<file path="src/rtl/pulse_burst_pkg.sv">
// Shared types and width helpers for the pulse burst analyzer.
// State encoding is exported so benches and debug logic can decode dbg_state.
package pulse_burst_pkg;

    typedef enum logic [1:0] {
        IDLE = 2'd0,
        HIGH = 2'd1,
        LOW  = 2'd2
    } pb_state_e;

    // Bits needed to hold any value in 0..max_val (never less than one bit).
    function automatic int cnt_w(input int max_val);
        return (max_val < 1) ? 1 : $clog2(max_val + 1);
    endfunction

endpackage

</file>
<file path="src/rtl/pulse_burst_analyzer_edge_detect.sv">
// One-register edge detector. The reset/clear value of the history register
// is a parameter so a line that is already high when reset is released is not
// mistaken for a rising edge.
module edge_detect #(
    parameter logic RESET_VAL = 1'b1
) (
    input  logic i_clk,
    input  logic i_rst_n,
    input  logic i_clr,
    input  logic i_sig,
    output logic o_rise,
    output logic o_fall
);

    logic r_prev;

    // History of the input; clear returns it to the reset value.
    always_ff @(posedge i_clk or negedge i_rst_n) begin
        if (!i_rst_n) begin
            r_prev <= RESET_VAL;
        end else if (i_clr) begin
            r_prev <= RESET_VAL;
        end else begin
            r_prev <= i_sig;
        end
    end

    assign o_rise = i_sig & ~r_prev;
    assign o_fall = ~i_sig & r_prev;

endmodule

</file>
<file path="src/rtl/pulse_burst_analyzer.sv">
// Burst monitor for a pulse train: measures high width, inter-pulse gap and
// pulse count, and closes a burst after IDLE_TIMEOUT consecutive low samples.
// Optional feature macro: PULSE_BURST_CHECK_EN compiles in the uniformity and
// saturation checks that drive err; without it err is tied low.
// Output protocol: burst_done is a one-cycle valid strobe with no ready; the
// result registers (pulse_cnt, err) hold until the next strobe or clr.
// Assumes IDLE_TIMEOUT <= MAX_WIDTH so the gap counter fits the width field.
module pulse_burst_analyzer
    import pulse_burst_pkg::*;
#(
    parameter int MAX_WIDTH    = 64,
    parameter int IDLE_TIMEOUT = 8,
    parameter int MAX_PULSES   = 255,
    localparam int WW = cnt_w(MAX_WIDTH),
    localparam int CW = cnt_w(MAX_PULSES)
) (
    input  logic          clk,
    input  logic          rstn,
    input  logic          pulse_in,
    input  logic          clr,
    output logic          busy,
    output logic          burst_done,
    output logic [CW-1:0] pulse_cnt,
    output logic [WW-1:0] high_width,
    output logic [WW-1:0] low_width,
    output logic          err,
    output pb_state_e     dbg_state
);

    localparam logic [WW-1:0] MAX_W    = WW'(MAX_WIDTH);
    localparam logic [WW-1:0] LAST_LOW = WW'(IDLE_TIMEOUT - 1);
    localparam logic [CW-1:0] MAX_P    = CW'(MAX_PULSES);

    logic w_rise;
    logic w_fall;

    pb_state_e     r_state;
    logic          r_busy;
    logic          r_burst_done;
    logic [CW-1:0] r_count;
    logic [CW-1:0] r_pulse_cnt;
    logic [WW-1:0] r_hcnt;
    logic [WW-1:0] r_lcnt;
    logic [WW-1:0] r_high_width;
    logic [WW-1:0] r_low_width;
`ifdef PULSE_BURST_CHECK_EN
    logic          r_first_high;
    logic          r_first_gap;
    logic [WW-1:0] r_ref_high;
    logic [WW-1:0] r_ref_gap;
    logic          r_err_flag;
    logic          r_err;
`endif

    edge_detect #(.RESET_VAL(1'b1)) u_edge (
        .i_clk   (clk),
        .i_rst_n (rstn),
        .i_clr   (clr),
        .i_sig   (pulse_in),
        .o_rise  (w_rise),
        .o_fall  (w_fall)
    );

    // Burst FSM with its width/gap/pulse counters and registered results.
    always_ff @(posedge clk or negedge rstn) begin
        if (!rstn) begin
            r_state      <= IDLE;
            r_busy       <= 1'b0;
            r_burst_done <= 1'b0;
            r_count      <= '0;
            r_pulse_cnt  <= '0;
            r_hcnt       <= '0;
            r_lcnt       <= '0;
            r_high_width <= '0;
            r_low_width  <= '0;
`ifdef PULSE_BURST_CHECK_EN
            r_first_high <= 1'b0;
            r_first_gap  <= 1'b0;
            r_ref_high   <= '0;
            r_ref_gap    <= '0;
            r_err_flag   <= 1'b0;
            r_err        <= 1'b0;
`endif
        end else if (clr) begin
            r_state      <= IDLE;
            r_busy       <= 1'b0;
            r_burst_done <= 1'b0;
            r_count      <= '0;
            r_pulse_cnt  <= '0;
            r_hcnt       <= '0;
            r_lcnt       <= '0;
            r_high_width <= '0;
            r_low_width  <= '0;
`ifdef PULSE_BURST_CHECK_EN
            r_first_high <= 1'b0;
            r_first_gap  <= 1'b0;
            r_ref_high   <= '0;
            r_ref_gap    <= '0;
            r_err_flag   <= 1'b0;
            r_err        <= 1'b0;
`endif
        end else begin
            r_burst_done <= 1'b0;
            case (r_state)
                IDLE: begin
                    if (w_rise) begin
                        r_state <= HIGH;
                        r_busy  <= 1'b1;
                        r_hcnt  <= WW'(1);
                        r_count <= CW'(1);
`ifdef PULSE_BURST_CHECK_EN
                        r_first_high <= 1'b1;
                        r_first_gap  <= 1'b1;
                        r_err_flag   <= 1'b0;
`endif
                    end
                end
                HIGH: begin
                    if (w_fall) begin
                        r_high_width <= r_hcnt;
                        r_lcnt       <= WW'(1);
                        r_state      <= LOW;
`ifdef PULSE_BURST_CHECK_EN
                        r_first_high <= 1'b0;
                        if (r_first_high) begin
                            r_ref_high <= r_hcnt;
                        end else if (r_hcnt != r_ref_high) begin
                            r_err_flag <= 1'b1;
                        end
`endif
                    end else if (r_hcnt == MAX_W) begin
`ifdef PULSE_BURST_CHECK_EN
                        r_err_flag <= 1'b1;
`endif
                    end else begin
                        r_hcnt <= r_hcnt + 1'b1;
                    end
                end
                LOW: begin
                    if (w_rise) begin
                        // A rise sample is not a low sample, so it always beats the timeout.
                        r_low_width <= r_lcnt;
                        r_hcnt      <= WW'(1);
                        r_state     <= HIGH;
                        if (r_count != MAX_P) begin
                            r_count <= r_count + 1'b1;
                        end
`ifdef PULSE_BURST_CHECK_EN
                        r_first_gap <= 1'b0;
                        if (r_first_gap) begin
                            r_ref_gap <= r_lcnt;
                        end else if (r_lcnt != r_ref_gap) begin
                            r_err_flag <= 1'b1;
                        end
                        if (r_count == MAX_P) begin
                            r_err_flag <= 1'b1;
                        end
`endif
                    end else if (r_lcnt == LAST_LOW) begin
                        r_state      <= IDLE;
                        r_busy       <= 1'b0;
                        r_burst_done <= 1'b1;
                        r_pulse_cnt  <= r_count;
`ifdef PULSE_BURST_CHECK_EN
                        r_err        <= r_err_flag;
`endif
                    end else begin
                        r_lcnt <= r_lcnt + 1'b1;
                    end
                end
                default: begin
                    r_state <= IDLE;
                    r_busy  <= 1'b0;
                end
            endcase
        end
    end

    assign busy       = r_busy;
    assign burst_done = r_burst_done;
    assign pulse_cnt  = r_pulse_cnt;
    assign high_width = r_high_width;
    assign low_width  = r_low_width;
    assign dbg_state  = r_state;
`ifdef PULSE_BURST_CHECK_EN
    assign err = r_err;
`else
    assign err = 1'b0;
`endif

endmodule

</file>
<file path="config.mk">
export PLATFORM = sky130hd
export DESIGN_NAME = pulse_burst_analyzer
export DESIGN_NICKNAME = d
export VERILOG_FILES = /design/src/rtl/pulse_burst_pkg.sv /design/src/rtl/pulse_burst_analyzer_edge_detect.sv /design/src/rtl/pulse_burst_analyzer.sv
export SDC_FILE = /design/constraint.sdc
export NUM_CORES = 1
export LEC_CHECK = 0
export BUFFER_PORTS_ARGS = -buffer_cell sky130_fd_sc_hd__clkbuf_2
export CAP_MARGIN = 20
export CORE_MARGIN = 2
export CORE_UTILIZATION = 60
export DETAILED_ROUTE_END_ITERATION = 16
export PLACE_DENSITY = 0.82
export SYNTH_ARGS = -nofsm -noshare
export SYNTH_HDL_FRONTEND = slang
export SYNTH_SLANG_ARGS = --single-unit
</file>
<file path="constraint.sdc">
create_clock -name clk -period 3.4 [get_ports clk]
set_input_delay 0.68 -clock clk [delete_from_list [all_inputs] [get_ports clk]]
set_output_delay 0.68 -clock clk [all_outputs]
set_load 0.1 [all_outputs]
</file>
## Yosys cells after proc, flatten, opt, wreduce, memory -nomap -nowiden

Index checks and enable logic that the tools add are counted.

- Flip-flop bits (word level): 49
- Output and inout bits: 27
- Logic and storage cells: 94

- $add $sub $neg: 3
- Equal/unequal tests: 18
- Multiplexer cells: 41
- Bitwise gates (word level): 4
- Reduce and logical (&&, ||, !) cells: 18

Operators by type and width:

| kind | number |
|---|---|
| $mux 7 | 14 |
| $mux 8 | 8 |
| $pmux 7 s2 | 2 |
| $ne 3x3->1 const B | 6 |
| $pmux 8 s2 | 1 |
| $reduce_and 4->1 | 4 |
| $add 7x1->7 const B | 2 |
| $mux 2 | 5 |
| $reduce_bool 2->1 | 5 |
| $mux 1 | 9 |
| $ne 3x2->1 const B | 3 |
| $reduce_bool 3->1 | 3 |
| $add 8x1->8 const B | 1 |
| $ne 8x8->1 const B | 1 |
| $eq 7x3->1 const B | 1 |
| $eq 7x7->1 const B | 1 |
| $pmux 2 s3 | 1 |
| $reduce_and 3->1 | 2 |
| $ne 2x2->1 const B | 2 |
| $ne 4x3->1 const B | 1 |
| $reduce_and 2->1 | 2 |
| $ne 3x1->1 const B | 1 |
| $pmux 1 s3 | 1 |
| $and 1x1->1 | 2 |
| 5 further kinds | 6 |

## Logic depth before layout (Yosys ltp)

- Word-level depth: 5
- Gate-level depth with buffers: 7
- Depth with buffers taken out: 6

## By module

Synthesis repeated with hierarchy kept, for this count alone.

- Cell total of the unflattened synthesis: 246
- Area total of the unflattened synthesis: 2454.9 sq um

Modules (own cells, without submodules):

| module | times used | cells each | area an instance (sq um) |
|---|---|---|---|
| pulse_burst_analyzer | 1 | 242 | 2409.8 |
| edge_detect | 1 | 4 | 45.0 |

## Least setup slack after synthesis

No wires, ideal clock.

- Kind: flip-flop to flip-flop
- Start point: reg r_state[1], in the netlist dbg_state[1]
- End point: reg r_count[0]
- Setup time: 0.125 ns
- Arrival: 2.273 ns
- Setup slack: 1.002 ns
- Cell stages (with the launch flop): 7
- Path buffers: 2
- Clock period less this slack: 2.398 ns
- Cells stage by stage: dfrtp_1 -> or3b_1 -> buf_6 -> nor4_4 -> buf_6 -> nor2_2 -> mux2_4

- Word-level cells in the longest chain between the ends: 3
- Elaborated cells between the ends (all ways): 9
- Classes of those cells: eq/ne: 4; mux: 2; reduce/logical: 3

Ends and longest elaborated chain:

| element | RTL line | RTL |
|---|---|---|
| start: declaration | pulse_burst_analyzer.sv:37 | `pb_state_e r_state;` |
| start signal: assignment | pulse_burst_analyzer.sv:67 | `r_state <= IDLE;` |
| start signal: assignment | pulse_burst_analyzer.sv:85 | `r_state <= IDLE;` |
| start signal: assignment | pulse_burst_analyzer.sv:107 | `r_state <= HIGH;` |
| $eq 2x2->1 / $logic_not 2->1 (equally long branches) | pulse_burst_analyzer.sv:104 | `case (r_state)` |
| $ne 3x2->1 (no source line) (tied with other cells) | n/a |  |
| $reduce_and 4->1 (no source line) / $mux 8 (equally long branches) | n/a |  |
| end signal: assignment | pulse_burst_analyzer.sv:146 | `r_count <= r_count + 1'b1;` |
| end: declaration | pulse_burst_analyzer.sv:40 | `logic [CW-1:0] r_count;` |

Parallel ways exist; a longest one is shown, timed or not.
A chain may end at the register's enable or synchronous reset.

## Worst setup path in the final report

- Start point: reg r_lcnt[5]
- End point: reg r_pulse_cnt[7], in the netlist pulse_cnt[7]

- Word-level cells in the longest chain between the ends: 3

Ends and longest elaborated chain:

| element | RTL line | RTL |
|---|---|---|
| start: declaration | pulse_burst_analyzer.sv:43 | `logic [WW-1:0] r_lcnt;` |
| start signal: assignment | pulse_burst_analyzer.sv:168 | `r_lcnt <= r_lcnt + 1'b1;` |
| $eq 7x3->1 | pulse_burst_analyzer.sv:159 | `end else if (r_lcnt == LAST_LOW) begin` |
| $reduce_bool 2->1 (no source line) | n/a |  |
| $reduce_and 3->1 (no source line) | n/a |  |
| end signal: assignment | pulse_burst_analyzer.sv:163 | `r_pulse_cnt <= r_count;` |
| end: declaration | pulse_burst_analyzer.sv:41 | `logic [CW-1:0] r_pulse_cnt;` |

No other way between the ends.

==> impl_metrics.py <==
metrics = {
    "outcome": {
        "status": "completed",
    },
    "timing": {
        "skew_ps": 8.10,
        "fin_crit_sh_pct": 60.1,
        "fmax_mhz": 490,
        "finalHoldViolCount": 0,
        "finalCriticalPeriod_ps": 2040,
        "fin_tns_setup_ps": 0,
        "slew_headroom_pct": 53.5,
        "max_slew.worst_pin.slew_ps": 693,
        "final_max_slew_viol_count": 0,
        "grt_setup_unrepaired": "false",
        "fin_ws_ps": 1360,
        "setup_viol": 0,
    },
    "yosys": {
        "synth-edff-count": 0,
        "synth_fp_nets": 256,
        "syn_area_um2": 2460,
        "syn_avg_cell_area_um2": 9.93,
        "ys_seq_area_share_pct": 49.8,
        "synth_cell_types": 54,
        "synth-warning-count": 0,
        "syn_inst": 248,
        "ys_ff_latch": 49,
        "synth_async_sr_flop_share_pct": 100,
        "synthFlopType": "dfrtp_1",
    },
    "placement": {
        "place_congestion": 0.846,
        "numPortBuffers": 29,
        "dpl.hpwl_mm": 3.48,
        "dp_slack_ps": 1110,
    },
    "detailed_routing": {
        "vias_per_cell": 5.89,
        "routed_wl_mm": 4.92,
        "drt_iter0_drc": 118,
        "vias": 1914,
        "dr.pass1.iters": 4,
        "drc": 0,
        "wl_per_cell_um": 15.1,
        "ant_nets": 0,
    },
    "global_routing": {
        "groute.usage.overall_pct": 23.5,
        "antenna_found_initial": 0,
        "grt_max_degree": 30,
        "grt_pass1_wl_mm": 8.00,
        "grt_pass1_vias": 1659,
        "globalRouteOverflowTotal": 0,
    },
    "clock_network": {
        "cts_hold_buf": 0,
        "cts_buffers": 5,
        "path_clk_slew_ps": 90,
        "cts_tree": "done",
        "postCtsSetupBuffers": 0,
        "cts.sinks": 49,
        "cts_buffer_depth": 2,
        "cts_resized": 0,
        "root_buffer": "clkbuf_8",
        "insertion_delay_ps": 300,
        "htreeDepth": 2,
    },
    "floorplan": {
        "die_w_um": 68.1,
        "die-height_um": 68.1,
        "io_pins": 31,
        "placementRows": 23,
        "core-area_um2": 3970,
        "initial_utilization_pct": 62.0,
        "dieArea_um2": 4630,
    },
    "pwr": {
        "powerDensity_nw_per_um2": 410,
        "p_leak_nw": 1.28,
        "ir_drop_mv": 0.226,
    },
    "cells_and_area": {
        "fin_nets": 282,
        "drive_above_1_share_pct": 21.8,
        "final_cell_mix": "dfrtp_1 (48), clkbuf_2 (29), nand2_1 (25), a21oi_1 (23), nor2_1 (20)",
        "num-fill-cells": 316,
        "antenna-diode-count": 0,
        "mostFrequentLayoutCell": "dfrtp_1",
        "syn_to_final_growth_pct": 10.9,
    },
    "critical_path": {
        "r2r_setup_slack_ps": 1360,
        "cp_max_fo": 9,
        "critPathRequiredTime_ps": 3640,
        "crit_path_end_kind": "register",
        "cp-start-kind": "register",
        "arrival_ps": 2280,
        "critPathKind": "reg2reg",
    },
    "worst_hold_path": {
        "hp-class": "in2async",
    },
    "run": {
        "max_cap_violations": 0,
    },
}
stage by stage:
stage               instance area, µm²  hold slack (ps)  total power [W]  instances  utilization, %
CTS                               2730              392          0.00112        325            68.8
global route                      2730              420          0.00116        325            68.8
finish                            2730              375          0.00112        325            68.8
detailed placement                2620              483         0.000704        317            65.9
global placement                  2620              486         0.000702        317            65.9
floorplan                         2460              384         0.000676        248               -
final timing paths:
| kind | depth (start not counted) | startpoint | end |
|---|---|---|---|
| max in group asynchronous | 2 | rstn | u_edge.r_prev$_DFF_PN1_ |
| min in group clk | 1 | pulse_cnt[7]$_DFFE_PN0P_ | pulse_cnt[7]$_DFFE_PN0P_ |
| max reg2reg | 4 | r_lcnt[5]$_DFFE_PN0P_ | pulse_cnt[7]$_DFFE_PN0P_ |
| min reg2reg | 1 | pulse_cnt[7]$_DFFE_PN0P_ | pulse_cnt[7]$_DFFE_PN0P_ |
| min | 1 | rstn | pulse_cnt[0]$_DFFE_PN0P_ |
| max | 4 | r_lcnt[5]$_DFFE_PN0P_ | pulse_cnt[7]$_DFFE_PN0P_ |
per-layer routing:
layer  vias to the layer above  global-route usage [%]  share of wire (%)
met2                        35                    36.9                 48
met3                         6                    4.93                3.2
met4                         0                    6.00               0.98
met5                         -                       0                  0
li1                        941                       -                  -
met1                       932                    33.2                 48
synth_stat cells, types with 3 or more instances:
library cell  instances  share of area, %
a22o_2                8               3.3
nor3_1                3              0.61
nor2_1               20               3.0
and3_1                6               1.5
o21ai_0              12               2.4
inv_1                 9               1.4
or3_1                 3              0.76
a31oi_1               5               1.3
and2b_1               3              0.91
nand3_1               8               1.6
nand2_1              25               3.8
mux2i_1               7               2.8
a21o_1                3              0.91
dfrtp_1              48                49
o211ai_1              4               1.2
ha_1                  4               2.0
clkbuf_1              5              0.76
a21oi_1              23               4.7
o22ai_1               4               1.0
power breakdown:
group,switching (W),internal (W)
Sequential,0.0000106,0.000590
Clock,0.000187,0.000240
Combinational,0.0000668,0.0000248
worst max-delay path, stage by stage (launching register included):
cell     delay [ps]
dfrtp_1         450
nor4_1          450
nand3_1         240
nor3_2          580
a22o_2          250
flip-flops by register name, summed over array words and instances, names as in the netlist, 2 cells and up:
name and cells:
dbg_state 2, r_lcnt 7, low_width 7, pulse_cnt 8, high_width 7, r_hcnt 7
r_count 8
kinds of logic (layout without fill, tap and decap cells):
kind of cell	Yosys count	after routing	synth area share, %
other	1	1	0.152
flip-flops	49	49	49.8
buffers and inverters	21	48	4.21
multiplexers	9	9	4.06
AO/OA/AOI/OAI	73	73	19.9
adder cells (fa/ha/maj)	4	4	2.03
AND/OR/NAND/NOR	91	91	19.9
layout make-up:
class	count	area, µm²	share of cell area [%]
Clock buffer	7	86.3	3.16
Clock inverter	1	30.0	1.10
Inverter	9	33.8	1.24
Multi-Input combinational cell	178	1130	41.4
Sequential cell	49	1230	44.9
Tap cell	50	62.6	2.29
Timing Repair Buffer	31	160	5.86
No activity file was read; power rests on OpenSTA's default activity.
